--- src/rtl/sa_pkg.sv ---
// rtl/sa_pkg.sv - shared defaults and lane/vector/entry types for the systolic-array drain
// Purpose: default geometry of the east-edge drain and the types consumers use
//   to unpack its output stream at that geometry.
// Ports: none (package).
package sa_pkg;

  localparam int SA_ROWS       = 4;
  localparam int SA_DATA_W     = 16;
  localparam int SA_FIFO_DEPTH = 8;

  typedef logic signed [SA_DATA_W-1:0] lane_t;
  typedef lane_t [SA_ROWS-1:0] vec_t;

  typedef struct packed {
    vec_t data;
    logic last;
  } drain_entry_t;

endpackage

--- src/rtl/sa_deskew_line.sv ---
// rtl/sa_deskew_line.sv - reset-clearable shift register used to re-align one east-edge lane
// Purpose: delays a lane word by DEPTH cycles; DEPTH=0 degenerates to a wire.
// Ports:
//   clk, rst : clock and asynchronous active-high reset
//   d_i      : word entering the line
//   q_o      : word leaving the line DEPTH cycles later
//   occ_o    : some stage currently holds a word with bit VBIT set
module sa_deskew_line #(
  parameter int DEPTH = 1,
  parameter int W     = 18,
  parameter int VBIT  = 1
) (
  input  logic         clk,
  input  logic         rst,
  input  logic [W-1:0] d_i,
  output logic [W-1:0] q_o,
  output logic         occ_o
);

  if (DEPTH == 0) begin : g_wire
    logic unused_clk_rst;
    assign unused_clk_rst = &{1'b0, clk, rst};
    assign q_o   = d_i;
    assign occ_o = 1'b0;
  end else begin : g_shift
    logic [W-1:0] stage_q [DEPTH];

    always_ff @(posedge clk or posedge rst) begin
      if (rst) begin
        for (int i = 0; i < DEPTH; i++) stage_q[i] <= '0;
      end else begin
        stage_q[0] <= d_i;
        for (int i = 1; i < DEPTH; i++) stage_q[i] <= stage_q[i-1];
      end
    end

    always_comb begin
      occ_o = 1'b0;
      for (int i = 0; i < DEPTH; i++) occ_o = occ_o | stage_q[i][VBIT];
    end

    assign q_o = stage_q[DEPTH-1];
  end

endmodule

--- src/rtl/sa_drain.sv ---
// rtl/sa_drain.sv - east-edge de-skew, output FIFO and stream interface of the systolic array
// Purpose: re-aligns per-row HLINK words (s,c,z) that leave the array skewed by
//   one cycle per row, queues complete vectors and presents them on a valid/ready stream.
// Optional feature: SA_DRAIN_RELU_EN clamps negative lane words to 0 at FIFO write.
// Ports:
//   clk, rst             : clock, asynchronous active-high reset
//   lane_s/lane_c/lane_z : skewed HLINK data, word-valid and tile-last per lane
//   out_valid/out_ready  : stream handshake; out_data/out_last carry the FIFO head
//   hold                 : registered request to stop array injection
//   busy                 : words in flight in the deskew lines or the FIFO
//   tile_done            : one-cycle pulse after a last-flagged entry is accepted
//   err_ovf, err_align   : sticky overflow / lane misalignment flags, cleared by err_clr
module sa_drain
  import sa_pkg::*;
#(
  parameter int ROWS       = SA_ROWS,
  parameter int DATA_W     = SA_DATA_W,
  parameter int FIFO_DEPTH = SA_FIFO_DEPTH
) (
  input  logic                   clk,
  input  logic                   rst,
  input  logic [ROWS*DATA_W-1:0] lane_s,
  input  logic [ROWS-1:0]        lane_c,
  input  logic [ROWS-1:0]        lane_z,
  output logic                   out_valid,
  input  logic                   out_ready,
  output logic [ROWS*DATA_W-1:0] out_data,
  output logic                   out_last,
  output logic                   hold,
  output logic                   busy,
  output logic                   tile_done,
  output logic                   err_ovf,
  output logic                   err_align,
  input  logic                   err_clr
);

  localparam int PW = $clog2(FIFO_DEPTH);
  localparam int CW = PW + 1;
  localparam int LW = DATA_W + 2;

  typedef struct packed {
    logic [ROWS*DATA_W-1:0] data;
    logic                   last;
  } entry_t;

  logic [ROWS*DATA_W-1:0] al_s, wr_data;
  logic [ROWS-1:0]        al_c, al_z, occ;

  // Lane r arrives r cycles late, so it waits ROWS-1-r cycles to line up with lane ROWS-1.
  for (genvar r = 0; r < ROWS; r++) begin : g_lane
    logic [LW-1:0] line_q;
    sa_deskew_line #(.DEPTH(ROWS-1-r), .W(LW), .VBIT(1)) u_line (
      .clk   (clk),
      .rst   (rst),
      .d_i   ({lane_s[r*DATA_W +: DATA_W], lane_c[r], lane_z[r]}),
      .q_o   (line_q),
      .occ_o (occ[r])
    );
    assign al_s[r*DATA_W +: DATA_W] = line_q[LW-1:2];
    assign al_c[r] = line_q[1];
    assign al_z[r] = line_q[0];
  end

  always_comb begin
    wr_data = al_s;
`ifdef SA_DRAIN_RELU_EN
    for (int r = 0; r < ROWS; r++) begin
      if (al_s[r*DATA_W + DATA_W - 1]) wr_data[r*DATA_W +: DATA_W] = '0;
    end
`else
    wr_data = al_s;
`endif
  end

  entry_t          mem_q [FIFO_DEPTH];
  logic [PW-1:0]   wr_ptr_q, rd_ptr_q;
  logic [CW-1:0]   count_q, count_d, free_d;
  logic            hold_q, tile_done_q, err_ovf_q, err_align_q;
  logic            hold_d, err_ovf_d, err_align_d;
  logic            all_c, any_c, z_mis, full, push, pop, push_ok, ovf_set;
  entry_t          head;

  assign all_c = &al_c;
  assign any_c = |al_c;
  // z must agree across lanes of a valid vector; all-0 and all-1 are both consistent.
  assign z_mis = all_c & ~((&al_z) | ~(|al_z));

  assign full    = (count_q == CW'(FIFO_DEPTH));
  assign push    = all_c;
  assign pop     = out_valid & out_ready;
  // At full, a same-cycle pop frees the slot the push needs.
  assign push_ok = push & (~full | pop);
  assign ovf_set = push & full & ~pop;

  assign count_d = count_q + CW'(push_ok) - CW'(pop);
  assign free_d  = CW'(FIFO_DEPTH) - count_d;
  // Leave room for the up to ROWS-1 vectors still travelling through the deskew lines.
  assign hold_d  = (free_d <= CW'(ROWS));

  // An error raised this cycle outranks a simultaneous clear.
  assign err_ovf_d   = ovf_set | (err_ovf_q & ~err_clr);
  assign err_align_d = (any_c & ~all_c) | z_mis | (err_align_q & ~err_clr);

  always_ff @(posedge clk) begin
    if (push_ok) mem_q[wr_ptr_q] <= '{data: wr_data, last: al_z[0]};
  end

  always_ff @(posedge clk or posedge rst) begin
    if (rst) begin
      wr_ptr_q    <= '0;
      rd_ptr_q    <= '0;
      count_q     <= '0;
      hold_q      <= 1'b0;
      tile_done_q <= 1'b0;
      err_ovf_q   <= 1'b0;
      err_align_q <= 1'b0;
    end else begin
      if (push_ok) wr_ptr_q <= wr_ptr_q + PW'(1);
      if (pop)     rd_ptr_q <= rd_ptr_q + PW'(1);
      count_q     <= count_d;
      hold_q      <= hold_d;
      tile_done_q <= pop & head.last;
      err_ovf_q   <= err_ovf_d;
      err_align_q <= err_align_d;
    end
  end

  assign head      = mem_q[rd_ptr_q];
  assign out_valid = (count_q != '0);
  assign out_data  = out_valid ? head.data : '0;
  assign out_last  = out_valid & head.last;
  assign hold      = hold_q;
  assign busy      = (|occ) | out_valid;
  assign tile_done = tile_done_q;
  assign err_ovf   = err_ovf_q;
  assign err_align = err_align_q;

endmodule

--- config.mk ---
export PLATFORM = sky130hd
export DESIGN_NAME = sa_drain
export DESIGN_NICKNAME = d
export VERILOG_FILES = /design/src/rtl/sa_pkg.sv /design/src/rtl/sa_deskew_line.sv /design/src/rtl/sa_drain.sv
export SDC_FILE = /design/constraint.sdc
export NUM_CORES = 1
export LEC_CHECK = 0
export ABC_AREA = 1
export CAP_MARGIN = 40
export CORE_MARGIN = 5
export CORE_UTILIZATION = 40
export DETAILED_ROUTE_END_ITERATION = 10
export PLACE_DENSITY = 0.6
export SKIP_LAST_GASP = 1
export SYNTH_ARGS = -nofsm -noshare
export SYNTH_HDL_FRONTEND = slang
export SYNTH_SLANG_ARGS = --single-unit
--- constraint.sdc ---
create_clock -name clk -period 4.6 [get_ports clk]
set_input_delay 0.92 -clock clk [delete_from_list [all_inputs] [get_ports clk]]
set_output_delay 0.92 -clock clk [all_outputs]
set_load 0.005 [all_outputs]
# --- Word-level counts from Yosys, hierarchy flattened ---
# Memories as Yosys holds them, arrays and structs flattened.
# Cells that the tools add are included.
totals:
  mem_count: 1
  ramBits: 520
  register_bits: 122
  wordCells: 55
  in_bits: 76
mem_list:
  columns: ["name", "words", "width", "rd", "rd_ports_with_merged_regs", "wr", "line_no", "rtl"]
  rows:
  - ["mem_q", 8, 65, 1, 0, 1, "sa_drain.sv:75", "entry_t mem_q [FIFO_DEPTH];"]
op_classes:
  bitwise_logic: 25
  add_sub_neg: 5
  muxes: 3
  order_cmp: 1
  n_eq_ne: 1
  reduce_logical: 6
op_table:
  columns: ["cell", "n"]
  rows:
  - ["$mux 64", 1]
  - ["$and 1x1->1", 10]
  - ["$or 1x1->1", 9]
  - ["$reduce_and 4->1", 2]
  - ["$reduce_or 4->1", 2]
  - ["$add 3x1->3 const B", 2]
  - ["$not 1->1", 6]
  - ["$add 4x1->4", 1]
  - ["$eq 4x4->1 const B", 1]
  - ["$le 4x3->1 const B", 1]
  - ["$reduce_bool 4->1", 1]
  - ["$sub 4x1->4", 1]
  - ["$sub 4x4->4 const A", 1]
  - ["$reduce_or 3->1", 1]
  - ["$mux 1", 2]

# --- Logic depth before layout (Yosys ltp) ---
# Gate-level depths: netlist of run 1.
depth:
  word_depth: 8
  depth_mapped: 16

# --- By module ---
# Synthesis of run 1 repeated with hierarchy kept, for this count alone.
unflattened:
  hier_cells: 2408
  area_unflattened_um2: 26171.4
modules_own_cells:
  columns: ["mod", "area_each_um2", "n_inst", "cells_per_inst"]
  rows:
  - ["sa_drain", 23010.8, 1, 2234]
  - ["sa_deskew_line at g_lane[0].u_line", 1501.4, 1, 76]
  - ["sa_deskew_line at g_lane[1].u_line", 1051.0, 1, 58]
  - ["sa_deskew_line at g_lane[2].u_line", 461.7, 1, 20]
  - ["sa_deskew_line at g_lane[3].u_line", 146.4, 1, 20]

# --- Worst setup path after synthesis of run 1 ---
# No wires, ideal clock.
synth_timing:
  path_kind: "input-to-reg"
  start: "in lane_c[3]"
  end: "mem mem_q[1][0] in the netlist's numbering, enable pin"
  arrival_time_ns: 4.063
  path_slack_ns: 0.049
  cell_stages: 4
  cell_sequence: "nand4_1 inv_1 nand2_1 nor2_1"
synth_between:
  elab_chain_cells: 4
synth_rtl:
  columns: ["element", "line_no", "rtl"]
  rows:
  - ["from (decl)", "sa_drain.sv:23", "input logic [ROWS-1:0] lane_c,"]
  - ["$reduce_and 4->1", "sa_drain.sv:83", "assign all_c = &al_c;"]
  - ["$and 1x1->1", "sa_drain.sv:92", "assign push_ok = push & (~full | pop);"]
  - ["$mux 1", "sa_drain.sv:105", "if (push_ok) mem_q[wr_ptr_q] <= '{data: wr_data, last: al_z[0]};"]
  - ["$mux 1 (implied by the code)", "sa_drain.sv:105", null]
  - ["to (decl)", "sa_drain.sv:75", null]
# No other way between the ends.

# --- Final worst setup path of run 1 ---
layout_timing:
  start: "reg rd_ptr_q[1]"
  end: "out out_data[45]"
layout_between:
  elab_chain_cells: 2
layout_rtl:
  columns: ["element", "line_no", "rtl"]
  rows:
  - ["from (decl)", "sa_drain.sv:76", "logic [PW-1:0] wr_ptr_q, rd_ptr_q;"]
  - ["from (signal assigned)", "sa_drain.sv:119", "if (pop) rd_ptr_q <= rd_ptr_q + PW'(1);"]
  - ["$mem_v2 8x65", null, null]
  - ["$mux 64", "sa_drain.sv:130", "assign out_data = out_valid ? head.data : '0;"]
  - ["to (decl)", "sa_drain.sv:27", "output logic [ROWS*DATA_W-1:0] out_data,"]
# No other way between the ends.

==> impl_metrics.py, run 1 <==
metrics = {
    "logic_synthesis": {
        "synth_warnings": 0,
        "synth_sequential_area_ratio_pct": 72.6,
        "yosys_most_used_dff": "sky130_fd_sc_hd__edfxtp_1",
        "netlist-cell-type-count": 23,
        "number_of_flops_mapped_to_enable_cells_by_yosys": 520,
        "synth_cells": 2342,
        "syn-num-nets": 2427,
        "ys_top_cells_by_area": "sky130_fd_sc_hd__edfxtp_1 (61%), sky130_fd_sc_hd__dfrtp_1 (12%), sky130_fd_sc_hd__nand2_1 (9.9%), sky130_fd_sc_hd__inv_1 (5.0%), sky130_fd_sc_hd__nand3_1 (4.1%)",
        "synth-async-reset-ratio_pct": 19.0,
        "synth.top_cell.area_share_pct": 60.7,
        "synthDominantAreaCellType": "sky130_fd_sc_hd__edfxtp_1",
        "post_synth_instance_area_mm2": 0.0257,
        "postSynthAreaPerCell_um2": 11.0,
        "yosys_register_bits": 642,
    },
    "sta": {
        "drv_slew": 0,
        "final_critical_path_setup_slack_ns": 0.334,
        "finalSetupTns_ns": 0,
        "grt_setup_unrepaired": "no",
        "holdWs_ns": 0.341,
        "setup_viol_count_final": 0,
        "worst_pin_slew_ns": 0.868,
        "finalHoldViolations": 0,
        "max_slew_margin_pct": 42.1,
        "clock.fmax_mhz": 234,
        "timing.clock.skew_ns": 0.0207,
        "fin_crit_ns": 4.27,
        "timing.final.crit_share_pct": 92.7,
    },
    "clocking": {
        "tritoncts": "done",
        "clock_sink_count": 642,
        "clock_tree.buffer_depth": 3,
        "clk_transition_reported_paths_ns": 0.06,
        "worst_skew_pair.late_latency_ns": 0.60,
        "post_cts.repair.setup_buffers": 0,
        "cts_made_buffers": 70,
        "cts.hold.buffers_added": 0,
        "cts_resized": 0,
        "ctsRootBufferMaster": "sky130_fd_sc_hd__clkbuf_16",
        "cts-htree-levels": 3,
    },
    "place": {
        "dpl-instance-area_mm2": 0.0282,
        "placement.io_buffers": 146,
        "pre_cts_slack_ns": 0.884,
        "place.detailed.hpwl_mm": 31.6,
        "globalplace.congestion": 0.727,
    },
    "global_routing": {
        "first_pass_grt_wire_length_mm": 92.8,
        "grt_antenna_before_repair": 1,
        "grt_overflow": 0,
        "grtUsageTotal_pct": 16.9,
        "first_global_vias": 16100,
        "grt_max_degree": 147,
    },
    "cells_and_area": {
        "layout.cells.most_common_list": "sky130_fd_sc_hd__nand2_1 (678), sky130_fd_sc_hd__edfxtp_1 (520), sky130_fd_sc_hd__inv_1 (342), sky130_fd_sc_hd__nor2_1 (264), sky130_fd_sc_hd__nand3_1 (209)",
        "layout.filler_cells": 5676,
        "relative_area_change_from_synthesis_to_final_layout_pct": 18.3,
        "layout.cells.most_common": "sky130_fd_sc_hd__nand2_1",
        "nNetsFinal": 2579,
        "fin_util_pct": 47.4,
        "share_of_post_route_cells_with_drive_strength_above_1_pct": 6.24,
        "stdcell_area_mm2": 0.0304,
    },
    "outcome": {
        "run_status": "completed",
    },
    "routing": {
        "drt_pass1_iterations": 5,
        "route.detailed.vias_per_inst": 4.68,
        "drt_iter0_markers": 1065,
        "drcViolationCount": 0,
        "remaining_antenna_violation_count_after_routing": 0,
        "routedWlPerCell_um": 17.4,
        "total_routed_wirelength_mm": 59.1,
        "num_vias": 15900,
    },
    "die": {
        "placement_rows": 93,
        "design.portCount": 147,
        "floorplan.core_area_mm2": 0.0641,
        "die-height_um": 264,
        "floorplan_die_area_mm2": 0.0695,
        "die_width_um": 264,
        "initial_utilization_pct": 40.1,
    },
    "power_and_ir_drop": {
        "p_sw_share_pct": 33.0,
        "sequentialPowerShare_pct": 37.9,
        "clockPowerShare_pct": 30.2,
        "net-switching-power_mw": 5.90,
        "power_per_cell_area_mw_per_mm2": 587,
        "static-leakage-power_nw": 12.8,
        "power.internal_mw": 12.0,
        "pwr-share-comb_pct": 31.9,
        "vdd.ir_drop.worst_mv": 0.356,
    },
    "critical_path": {
        "cp.required_ns": 3.68,
        "critPathKind": "flop to output port",
        "critPathArrivalTime_ns": 3.35,
        "critical_path_maximum_fanout": 66,
        "worstSetupEndpointType": "output port",
        "critical_path.startpoint_type": "flop",
    },
    "job": {
        "max-cap-violations": 0,
    },
    "hold_path": {
        "hold_class": "flop to flop",
    },
}
[final timing paths]
| kind | start | slack [ns] | cells after the start | to |
|---|---|---|---|---|
| max | rd_ptr_q[1]$_DFFE_PP0N_ | 0.33 | 7 | out_data[45] |
| min | g_lane[0].u_line.g_shift.stage_q[23]$_DFF_PP0_ | 0.34 | 0 | g_lane[0].u_line.q_o[5]$_DFF_PP0_ |
| max reg2reg | count_q[2]$_DFF_PP0_ | 1.35 | 15 | hold$_DFF_PP0_ |
| min reg2reg | g_lane[0].u_line.g_shift.stage_q[23]$_DFF_PP0_ | 0.34 | 0 | g_lane[0].u_line.q_o[5]$_DFF_PP0_ |
| max in group asynchronous | rst | 3.22 | 3 | g_lane[2].u_line.q_o[8]$_DFF_PP0_ |
| min in group asynchronous | rst | 0.69 | 2 | g_lane[0].u_line.g_shift.stage_q[46]$_DFF_PP0_ |
[cells in the mapped netlist, drive strengths merged, types with 3 or more instances]
cell type / n
xor2: 3
edfxtp: 520
nor2: 272
dfrtp: 122
clkbuf: 19
nand2: 679
buf: 89
inv: 346
nand3: 209
ha: 8
a21oi: 64
[worst max-delay path, stage by stage, from the launching register on]
cell and delay (ns):
sky130_fd_sc_hd__dfrtp_4 0.68, sky130_fd_sc_hd__inv_4 0.69, sky130_fd_sc_hd__buf_12 0.30, sky130_fd_sc_hd__nand3_1 0.10, sky130_fd_sc_hd__nand3_1 0.07, sky130_fd_sc_hd__nand2_1 0.05, sky130_fd_sc_hd__nor2_1 0.21, sky130_fd_sc_hd__clkdlybuf4s50_1 0.55
[flip-flops by register name, indices dropped and copies added (netlist names)]
| name | cells |
|---|---|
| g_lane.u_line.g_shift.stage_q | 54 |
| hold | 1 |
| mem_q | 520 |
| count_q | 4 |
| rd_ptr_q | 3 |
| g_lane.u_line.q_o | 54 |
| err_align | 1 |
| err_ovf | 1 |
| tile_done | 1 |
| wr_ptr_q | 3 |
[power by group through the flow]
stage / combinational, mW / clock [mW] / sequential (mW)
detailed placement: 5.77 / 0 / 6.89
finish: 5.70 / 5.40 / 6.77
CTS: 5.80 / 5.55 / 6.77
floorplan: 3.51 / 0 / 6.67
global route: 6.36 / 5.78 / 6.80
global placement: 5.72 / 0 / 6.88
[per-stage QoR]
step / power [mW] / std cells
3_5_place_dp: 12.7 / 3277
6_report: 17.9 / 3406
5_1_grt: 18.9 / 3405
2_1_floorplan: 10.2 / 2342
4_1_cts: 18.1 / 3405
3_3_place_gp: 12.6 / 3276
[per-layer routing]
metal | part of all wire [%] | routed length [um] | global-route usage (%)
met3 | 5.0 | 2930 | 2.92
met1 | 44 | 26100 | 22.7
met4 | 2.4 | 1410 | 5.29
met2 | 48 | 28600 | 28.4
met5 | 0 | 0 | 0
[logic make-up after synthesis]
family	count (synthesis)	share of synthesized area, %
AND/OR/NAND/NOR	1168	18.1
flip-flops	642	72.6
XOR/XNOR	3	0.102
adder cells (fa/ha/maj)	9	0.467
AO/OA/AOI/OAI	66	1.28
buffers and inverters	454	7.41
[area by class of cell]
| class | count | area [um2] | area share [%] |
|---|---|---|---|
| Antenna cell | 1 | 2.50 | 0.00823 |
| Clock buffer | 106 | 2060 | 6.78 |
| Clock inverter | 22 | 175 | 0.576 |
| Inverter | 346 | 1310 | 4.31 |
| Multi-Input combinational cell | 1246 | 5210 | 17.1 |
| Sequential cell | 642 | 18700 | 61.4 |
| Tap cell | 855 | 1070 | 3.52 |
| Timing Repair Buffer | 188 | 1910 | 6.28 |
No activity file was read; power rests on OpenSTA's default activity.
==> run 2: changes to the inputs <==
--- a/config.mk
+++ b/config.mk
@@ -11,6 +11,8 @@
 export CORE_UTILIZATION = 40
 export DETAILED_ROUTE_END_ITERATION = 10
 export PLACE_DENSITY = 0.6
+export REMOVE_ABC_BUFFERS = 1
+export SETUP_SLACK_MARGIN = 0.15
 export SKIP_LAST_GASP = 1
 export SYNTH_ARGS = -nofsm -noshare
 export SYNTH_HDL_FRONTEND = slang
==> run 2 against run 1 <==
Net effect:
- die area stayed put
- clock power is 3% lower
- critical path depth is 1 lower
- hold slack worse by 0.0038 ns
- sequential cell count stayed put
- critical path type unchanged
- largest power group unchanged
==> impl_metrics.py, run 2 (synthesis results as in run 1) <==
metrics = {
    "outcome": {
        "run_status": "completed",
    },
    "place": {
        "pre_cts_slack_ns": 1.02,
        "placed_cells": 3277,
        "dpl-instance-area_mm2": 0.0282,
        "globalplace.congestion": 0.735,
        "placement.io_buffers": 146,
        "place.detailed.hpwl_mm": 31.6,
    },
    "global_routing": {
        "first_global_vias": 16100,
        "grtUsageTotal_pct": 16.3,
        "grt_max_degree": 175,
        "grt_antenna_before_repair": 0,
        "first_pass_grt_wire_length_mm": 89.7,
        "grt_overflow": 0,
    },
    "sta": {
        "final_critical_path_setup_slack_ns": 0.564,
        "finalHoldViolations": 0,
        "drv_slew": 0,
        "grt_setup_unrepaired": "no",
        "finalSetupTns_ns": 0,
        "fin_crit_ns": 4.04,
        "setup_viol_count_final": 0,
        "worst_pin_slew_ns": 0.874,
        "max_slew_margin_pct": 41.7,
        "holdWs_ns": 0.337,
        "clock.fmax_mhz": 248,
        "timing.final.crit_share_pct": 87.7,
        "timing.clock.skew_ns": 0.0264,
    },
    "clocking": {
        "clk_transition_reported_paths_ns": 0.06,
        "cts_made_buffers": 69,
        "clock_sink_count": 642,
        "ctsRootBufferMaster": "sky130_fd_sc_hd__clkbuf_16",
        "worst_skew_pair.late_latency_ns": 0.59,
        "clock_tree.buffer_depth": 3,
        "post_cts.repair.setup_buffers": 0,
        "cts.hold.buffers_added": 0,
        "cts_resized": 0,
        "tritoncts": "done",
        "cts-htree-levels": 3,
    },
    "critical_path": {
        "crit_buf_inv": 3,
        "cell_chain_critical_path": "clkinv_2 > buf_4 > nand2_1 > nor2_1 > nor2_1 > clkdlybuf4s50_1",
        "critical_path.startpoint_type": "flop",
        "critical_path_cell_count": 6,
        "cp.required_ns": 3.68,
        "max_stage_delay_ns": 0.63,
        "critPathKind": "flop to output port",
        "critical_path_maximum_fanout": 38,
        "max_stage_delay_cell_worst_path": "sky130_fd_sc_hd__clkinv_2",
        "timing.reg2reg.worst_path_depth": 15,
        "worst_reg2reg_startpoint": "count_q[2]$_DFF_PP0_",
        "setup.worst_path.start": "rd_ptr_q[2]$_DFFE_PP0N_",
        "timing.rr.end": "hold$_DFF_PP0_",
        "worstSetupEndpointType": "output port",
        "timing.critical_path.mode_cell": "sky130_fd_sc_hd__nor2_1",
        "timing.critical_path.max_delay_family": "buffers and inverters",
        "regToRegSetupSlack_ns": 1.41,
        "crit_path_end": "out_data[4]",
        "critPathArrivalTime_ns": 3.12,
    },
    "power_and_ir_drop": {
        "total_power_mw": 17.7,
        "sequentialPowerShare_pct": 37.2,
        "vdd.ir_drop.worst_mv": 0.431,
        "power_per_cell_area_mw_per_mm2": 584,
        "clockPowerShare_pct": 29.6,
        "net-switching-power_mw": 5.87,
        "static-leakage-power_nw": 12.8,
        "pwr-share-comb_pct": 33.2,
        "p_sw_share_pct": 33.1,
        "power.internal_mw": 11.9,
    },
    "cells_and_area": {
        "finish.cell_count_without_fillers": 3401,
        "share_of_post_route_cells_with_drive_strength_above_1_pct": 6.40,
        "fin_util_pct": 47.4,
        "largest_register": "mem_q",
        "stdcell_area_mm2": 0.0304,
        "largest_register_ff_count": 520,
        "layout.cells.most_common_list": "sky130_fd_sc_hd__nand2_1 (678), sky130_fd_sc_hd__edfxtp_1 (520), sky130_fd_sc_hd__inv_1 (342), sky130_fd_sc_hd__nor2_1 (264), sky130_fd_sc_hd__nand3_1 (209)",
        "relative_area_change_from_synthesis_to_final_layout_pct": 18.1,
        "antenna-diode-count": 0,
        "nNetsFinal": 2578,
        "layout.cells.most_common": "sky130_fd_sc_hd__nand2_1",
    },
    "die": {
        "die-height_um": 264,
        "die_width_um": 264,
        "floorplan_die_area_mm2": 0.0695,
        "design.portCount": 147,
        "placement_rows": 93,
        "initial_utilization_pct": 40.1,
        "floorplan.core_area_mm2": 0.0641,
    },
    "routing": {
        "drcViolationCount": 0,
        "routedWlPerCell_um": 16.7,
        "route.detailed.vias_per_inst": 4.68,
        "total_routed_wirelength_mm": 57.0,
        "drt_pass1_iterations": 5,
        "num_vias": 15900,
        "remaining_antenna_violation_count_after_routing": 0,
        "drt_iter0_markers": 986,
    },
    "job": {
        "max-cap-violations": 0,
    },
    "hold_path": {
        "hold_class": "flop to flop",
    },
}
[run 2: cell types whose count changed in the layout (fill, tap and decap cells not counted), sizes merged]
cell,change
clkbuf,-15
clkinv,+6
inv,+4
clkinvlp,+1
diode,-1
[run 2: worst min-delay path by stage]
| stage | from | to | slack (ns) | depth (start not counted) |
|---|---|---|---|---|
| 2_1_floorplan | g_lane[0].u_line.g_shift.stage_q[36]$_DFF_PP0_ | g_lane[0].u_line.g_shift.stage_q[18]$_DFF_PP0_ | 0.33 | 0 |
| 3_3_place_gp | g_lane[1].u_line.g_shift.stage_q[31]$_DFF_PP0_ | g_lane[1].u_line.q_o[13]$_DFF_PP0_ | 0.33 | 0 |
| 3_5_place_dp | g_lane[0].u_line.g_shift.stage_q[36]$_DFF_PP0_ | g_lane[0].u_line.g_shift.stage_q[18]$_DFF_PP0_ | 0.33 | 0 |
| 4_1_cts | g_lane[0].u_line.g_shift.stage_q[18]$_DFF_PP0_ | g_lane[0].u_line.q_o[0]$_DFF_PP0_ | 0.34 | 0 |
| 5_1_grt | g_lane[0].u_line.g_shift.stage_q[46]$_DFF_PP0_ | g_lane[0].u_line.g_shift.stage_q[28]$_DFF_PP0_ | 0.34 | 0 |
| 6_report | g_lane[0].u_line.g_shift.stage_q[46]$_DFF_PP0_ | g_lane[0].u_line.g_shift.stage_q[28]$_DFF_PP0_ | 0.34 | 0 |
[run 2: final cells by class]
cell class	count	area, um2
Sequential cell	642	18700
Clock buffer	91	1930
Inverter	346	1310
Tap cell	855	1070
Clock inverter	33	220
Timing Repair Buffer	188	1950
Fill cell	5615	33700
Multi-Input combinational cell	1246	5210
[run 2: worst register-to-register path: cells and delay by family (launching register included)]
kind,cells,cell delay (ns)
adder cells (fa/ha/maj),4,1.20
buffers and inverters,3,0.29
AND/OR/NAND/NOR,8,1.33
flip-flops,1,0.32
[run 2: metal layers]
layer | global-route usage [%] | wire, um | up-vias
met1 | 21.6 | 25100 | 7660
met2 | 26.8 | 27400 | 361
met4 | 5.76 | 1510 | 0
li1 | - | - | 7785
met5 | 0 | 0 | -
met3 | 3.24 | 3020 | 97
[run 2: power by group through the flow]
| stage | logic (mW) | clock network, mW | registers, mW |
|---|---|---|---|
| floorplan | 2.95 | 0 | 7.08 |
| global placement | 5.84 | 0 | 6.72 |
| detailed placement | 5.99 | 0 | 6.73 |
| CTS | 6.02 | 5.41 | 6.61 |
| global route | 6.60 | 5.63 | 6.63 |
| finish | 5.89 | 5.25 | 6.61 |
==> run 3: changes to the inputs <==
--- a/config.mk
+++ b/config.mk
@@ -13,6 +13,7 @@
 export PLACE_DENSITY = 0.6
 export REMOVE_ABC_BUFFERS = 1
 export SETUP_SLACK_MARGIN = 0.15
+export SKIP_CTS_REPAIR_TIMING = 1
 export SKIP_LAST_GASP = 1
 export SYNTH_ARGS = -nofsm -noshare
 export SYNTH_HDL_FRONTEND = slang
==> results of run 3 <==
Same layout as run 2: the final DEF is identical, and so are final timing and power.
